[src/rtl/receiver_pkg.sv]
// Shared UART receive definitions: FSM encoding, frame constants and the
// parity helper also used by the transmitter's parity generator.
package receiver_pkg;

    localparam int unsigned DATA_BITS          = 8;
    localparam int unsigned DEF_SAMPLE_DIV     = 326;
    localparam int unsigned DEF_OVERSAMPLE     = 16;

    typedef enum logic [2:0] {
        ST_IDLE      = 3'd0,
        ST_START     = 3'd1,
        ST_DATA      = 3'd2,
        ST_PARITY    = 3'd3,
        ST_STOP      = 3'd4,
        ST_WAIT_HIGH = 3'd5
    } rx_state_e;

    // Parity bit that makes the frame's total count of ones even (odd = 0) or odd (odd = 1).
    function automatic logic parity_bit(input logic [DATA_BITS-1:0] data, input logic odd);
        return odd ? ~^data : ^data;
    endfunction

endpackage

[src/rtl/receiver_fsm.sv]
// Receive sequencer: oversample tick and sample counters, frame state machine,
// and single-cycle sample strobes for the datapath in the top.
module receiver_fsm
    import receiver_pkg::*;
#(
    parameter int unsigned SAMPLE_DIV = DEF_SAMPLE_DIV,
    parameter int unsigned OVERSAMPLE = DEF_OVERSAMPLE
) (
    input  logic clk,
    input  logic rst,
    input  logic line,
    output logic busy,
    output logic shift_c,
    output logic parity_c,
    output logic stop_c
);

    localparam int unsigned TW = (SAMPLE_DIV > 1) ? $clog2(SAMPLE_DIV) : 1;
    localparam int unsigned SW = $clog2(OVERSAMPLE);
    localparam int unsigned BW = $clog2(DATA_BITS);

    rx_state_e         state_q, state_d;
    logic [TW-1:0]     tick_cnt_q, tick_cnt_d;
    logic [SW-1:0]     samp_cnt_q, samp_cnt_d;
    logic [BW-1:0]     bit_idx_q, bit_idx_d;
    logic              tick_c;
    logic              mid_start_c;
    logic              mid_bit_c;

    always_ff @(posedge clk) begin
        if (rst) begin
            state_q    <= ST_IDLE;
            tick_cnt_q <= '0;
            samp_cnt_q <= '0;
            bit_idx_q  <= '0;
            busy       <= 1'b0;
        end else begin
            state_q    <= state_d;
            tick_cnt_q <= tick_cnt_d;
            samp_cnt_q <= samp_cnt_d;
            bit_idx_q  <= bit_idx_d;
            busy       <= (state_d != ST_IDLE);
        end
    end

    assign tick_c      = (tick_cnt_q == TW'(SAMPLE_DIV - 1));
    assign mid_start_c = tick_c && (samp_cnt_q == SW'(OVERSAMPLE / 2 - 1));
    assign mid_bit_c   = tick_c && (samp_cnt_q == SW'(OVERSAMPLE - 1));

    always_comb begin
        state_d    = state_q;
        bit_idx_d  = bit_idx_q;
        shift_c    = 1'b0;
        parity_c   = 1'b0;
        stop_c     = 1'b0;
        tick_cnt_d = tick_c ? '0 : tick_cnt_q + TW'(1);
        samp_cnt_d = samp_cnt_q;
        if (tick_c) begin
            samp_cnt_d = (samp_cnt_q == SW'(OVERSAMPLE - 1)) ? '0 : samp_cnt_q + SW'(1);
        end

        case (state_q)
            ST_IDLE: begin
                // Holding counters at zero aligns tick phase to the start edge.
                tick_cnt_d = '0;
                samp_cnt_d = '0;
                bit_idx_d  = '0;
                if (!line) begin
                    state_d = ST_START;
                end
            end
            ST_START: begin
                if (mid_start_c) begin
                    if (!line) begin
                        // Restart the sample count so the next mid-bit is one full bit away.
                        samp_cnt_d = '0;
                        bit_idx_d  = '0;
                        state_d    = ST_DATA;
                    end else begin
                        state_d = ST_IDLE;
                    end
                end
            end
            ST_DATA: begin
                if (mid_bit_c) begin
                    shift_c = 1'b1;
                    if (bit_idx_q == BW'(DATA_BITS - 1)) begin
                        state_d = ST_PARITY;
                    end else begin
                        bit_idx_d = bit_idx_q + BW'(1);
                    end
                end
            end
            ST_PARITY: begin
                if (mid_bit_c) begin
                    parity_c = 1'b1;
                    state_d  = ST_STOP;
                end
            end
            ST_STOP: begin
                if (mid_bit_c) begin
                    stop_c  = 1'b1;
                    state_d = line ? ST_IDLE : ST_WAIT_HIGH;
                end
            end
            ST_WAIT_HIGH: begin
                if (line) begin
                    state_d = ST_IDLE;
                end
            end
            default: begin
                state_d = ST_IDLE;
            end
        endcase
    end

endmodule

[src/rtl/receiver.sv]
// UART receiver top: input synchronizer, data shift register, parity/stop
// evaluation and registered byte/strobe/error outputs.
module receiver
    import receiver_pkg::*;
#(
    parameter int unsigned SAMPLE_DIV = DEF_SAMPLE_DIV,
    parameter int unsigned OVERSAMPLE = DEF_OVERSAMPLE
) (
    input  logic                 sys_clk,
    input  logic                 rst,
    input  logic                 even_odd,
    input  logic                 serial_in,
    output logic [DATA_BITS-1:0] rx_data,
    output logic                 rx_valid,
    output logic                 parity_err,
    output logic                 frame_err,
    output logic                 busy
);

    logic [1:0]           sync_q;
    logic                 line;
    logic [DATA_BITS-1:0] shift_q;
    logic                 par_q;
    logic                 shift_c;
    logic                 parity_c;
    logic                 stop_c;

    assign line = sync_q[1];

    receiver_fsm #(
        .SAMPLE_DIV (SAMPLE_DIV),
        .OVERSAMPLE (OVERSAMPLE)
    ) u_fsm (
        .clk      (sys_clk),
        .rst      (rst),
        .line     (line),
        .busy     (busy),
        .shift_c  (shift_c),
        .parity_c (parity_c),
        .stop_c   (stop_c)
    );

    // Synchronizer resets to idle-high so reset release never looks like a start bit.
    always_ff @(posedge sys_clk) begin
        if (rst) begin
            sync_q     <= 2'b11;
            shift_q    <= '0;
            par_q      <= 1'b0;
            rx_data    <= '0;
            rx_valid   <= 1'b0;
            parity_err <= 1'b0;
            frame_err  <= 1'b0;
        end else begin
            sync_q   <= {sync_q[0], serial_in};
            rx_valid <= stop_c;
            if (shift_c) begin
                shift_q <= {line, shift_q[DATA_BITS-1:1]};
            end
            if (parity_c) begin
                par_q <= line;
            end
            if (stop_c) begin
                rx_data    <= shift_q;
                parity_err <= (par_q != parity_bit(shift_q, even_odd));
                frame_err  <= ~line;
            end
        end
    end

endmodule

[config.mk]
export PLATFORM = sky130hd
export DESIGN_NAME = receiver
export DESIGN_NICKNAME = d
export VERILOG_FILES = /design/src/rtl/receiver_pkg.sv /design/src/rtl/receiver_fsm.sv /design/src/rtl/receiver.sv
export SDC_FILE = /design/constraint.sdc
export NUM_CORES = 1
export LEC_CHECK = 0
export ABC_AREA = 1
export BUFFER_PORTS_ARGS = -buffer_cell sky130_fd_sc_hd__buf_2
export CORE_MARGIN = 2
export CORE_UTILIZATION = 50
export CTS_CLUSTER_SIZE = 20
export DETAILED_ROUTE_END_ITERATION = 10
export PLACE_DENSITY = 0.68
export SYNTH_ARGS = -nofsm -noshare
export SYNTH_HDL_FRONTEND = slang
export SYNTH_SLANG_ARGS = --single-unit
[constraint.sdc]
create_clock -name sys_clk -period 3 [get_ports sys_clk]
set_clock_uncertainty 0.05 [all_clocks]
set_input_delay 0.9 -clock sys_clk [delete_from_list [all_inputs] [get_ports sys_clk]]
set_output_delay 0.9 -clock sys_clk [all_outputs]
set_load 0.02 [all_outputs]
==> flow_summary.toml <==
[finish]
diodes = 0
drive_above_1_share_pct = 18.3
fin_nets = 292
area_growth_pct = 12.2
instances_no_fill = 334
fillers = 378

[placement]
gp_congestion = 0.890
port_buffers = 15
dp_hpwl_mm = 2.80
dp.cells = 326

[clock_network]
cts.clk_slew.worst_paths_ps = 80
cts_root_buffer = "clkbuf_8"
cts_setup_buffers = 0
cts_resized = 0
cts_tree = "built"
cts.sinks = 42
clkLatencyLatePin_ps = 290
ctsHoldBuffers = 0
ctsLongestPathBuffers = 2
numCtsBuffers = 5
cts_max_level = 2

[floorplanning]
initial_core_util_pct = 51.6
num_rows = 23
core_area_um2 = 3940
fp.dieH_um = 67.8
pin_count = 16
die_area_um2 = 4590
die_x_um = 67.8

[pwr]
pwr-share-seq_pct = 49.4
clockPowerShare_pct = 47.5
p_leak_nw = 1.00
p_sw_share_pct = 18.9
ir_drop_mv = 0.256
power.density_nw_per_um2 = 502
internal_power_mw = 0.928
combPwrFrac_pct = 3.1
switchingPower_mw = 0.216

[timing]
tightestPinTransition_ps = 487
setup_viol = 0
tns_ps = 0
min_period_ps = 1890
hold_slack_ps = 366
drv_slew = 0
hold_viol_final = 0
clock.fmax_ghz = 0.530
max-slew-margin-rel_pct = 67.5
rsz0062_at_grt = "false"
fin_crit_sh_pct = 62.9

[worst_hold_path]
hp-class = "flip-flop to flip-flop"

[grt]
overflow = 0
grt_start_max_net_pins = 20
antenna_found_initial = 0
grt_pass1_wl_mm = 6.43
gr-usage-all-layers_pct = 18.9
grt_pass1_vias = 1434

[worst_setup_path]
path_class = "flip-flop to flip-flop"
cp_slowest_stage_delay_ps = 420
cp.required_ps = 3120
end_kind = "flip-flop"
crit_fanout = 11
crit_arrival_ps = 2010
crit_family = "simple AND/OR/NAND/NOR gates"
cp_cell_sequence = "ha_1 -> nand2_1 -> nor2_2 -> nand3_4 -> nor2_2 -> inv_1 -> nand2_1 -> a21oi_2"
crit_path_start_kind = "flip-flop"
crit_buf_inv = 1
slowest_stage = "nor2_2"

[route]
drc = 0
num_vias = 1666
drtIter0Drc = 100
wl_per_cell_um = 11.3
totalWireLength_mm = 3.77
drt-pass1-iter-count = 4
vias_per_cell = 4.99
drtAntennaViolNets = 0

[synthesis]
syn_inst = 265
ys_types = 33
synthesis.area_um2 = 2030
synthesis.nets = 274
yosysWarnings = 0
synth.avg_cell_area_um2 = 7.67
ys_seq_area_share_pct = 41.4
ys_seq_elements = 42

[status]
status = "complete, no violations"

[run]
cap_violations = 0
==> metal layers <==
metal  GRT usage (%)  part of all wire (%)
met1            23.7                    48
met2            31.7                    47
met3            4.50                   3.8
met4            6.75                   1.5
met5               0                     0
==> state kept, by name, summed over array words and instances, names as in the netlist <==
register / count
u_fsm.busy: 1
u_fsm.samp_cnt_q: 4
rx_data: 8
shift_q: 8
sync_q: 2
frame_err: 1
u_fsm.tick_cnt_q: 9
parity_err: 1
u_fsm.state_q: 3
rx_valid: 1
u_fsm.bit_idx_q: 3
par_q: 1
==> path summary, 6_finish.rpt <==
path | start | endpoint | slack (ps) | cells after the start
worst min register to register | sync_q[0]$_SDFF_PP1_ | sync_q[1]$_SDFF_PP1_ | 370 | 1
worst max-delay path | u_fsm.tick_cnt_q[0]$_SDFF_PP0_ | rx_data[0]$_SDFFE_PP0P_ | 1110 | 8
worst max register to register | u_fsm.tick_cnt_q[0]$_SDFF_PP0_ | rx_data[0]$_SDFFE_PP0P_ | 1110 | 8
worst min-delay path | sync_q[0]$_SDFF_PP1_ | sync_q[1]$_SDFF_PP1_ | 370 | 1
==> logic make-up after synthesis <==
logic type	after synthesis	share of synthesized area (%)
buffers and inverters	41	8.62
AOI/OAI and AO/OA	49	14.8
and+or+nand+nor	120	28.7
DFF	42	41.4
xor gates and xnor gates	8	3.45
adders and majority gates	5	3.08
==> layout by cell type, fill, tap and decap left out, types with 5 or more instances in the layout <==
cell and instances:
xor2_1 5, ha_1 5, buf_2 15, a211oi_1 7, nand3_1 15, o21ai_0 6, nor2_2 7, nand2_1 46
a21oi_1 17, inv_2 5, clkbuf_8 6, nor2_1 31, o21ai_1 10, dfxtp_1 42, nand4_1 7, inv_1 31
==> power by group through the flow <==
stage,clock (mW),sequential (mW),combinational [mW]
floorplan,0,0.579,0.0259
global placement,0,0.578,0.0356
detailed placement,0,0.578,0.0363
CTS,0.554,0.565,0.0364
global route,0.576,0.566,0.0416
finish,0.543,0.565,0.0360
==> worst reg2reg max path, stage by stage, from the launching register on <==
cell,delay [ps]
dfxtp_1,380
ha_1,160
nand2_1,90
nor2_2,230
nand3_4,180
nor2_2,420
inv_1,110
nand2_1,90
a21oi_2,40
==> through the flow <==
step / util [%] / area (µm²) / power (mW) / setup WS (ps)
CTS: 57.9 / 2280 / 1.16 / 1090
finish: 57.9 / 2280 / 1.14 / 1110
global placement: 54.2 / 2140 / 0.614 / 1030
detailed placement: 54.2 / 2140 / 0.615 / 990
global route: 57.9 / 2280 / 1.18 / 868
floorplan: - / 2030 / 0.605 / 1170
==> synthesized netlist by cell type, drive strengths merged <==
cell	count	area, µm²
a211oi	9	77.6
inv	36	135
o21bai	1	7.51
nor3b	1	7.51
buf	3	32.5
o2111ai	1	8.76
nand4	7	43.8
nand3	17	103
nor2	42	214
nand3b	1	7.51
dfxtp	42	841
o21a	1	7.51
or2	3	18.8
o21ai	16	80.1
clkbuf	2	7.51
nor3	2	10.0
ha	5	62.6
nand2	47	179
a21oi	21	120
xor2	5	43.8
xnor2	3	26.3
==> final cells by class <==
cell class | count | area (µm²) | area share [%]
clock inverter | 2 | 60.1 | 2.63
tap | 50 | 62.6 | 2.74
inverter | 36 | 135 | 5.92
clock buffer | 6 | 82.6 | 3.62
multi-input combinational | 182 | 1020 | 44.6
sequential | 42 | 841 | 36.9
timing repair buffer | 16 | 82.6 | 3.62
Power figures use the tool's default switching activity.
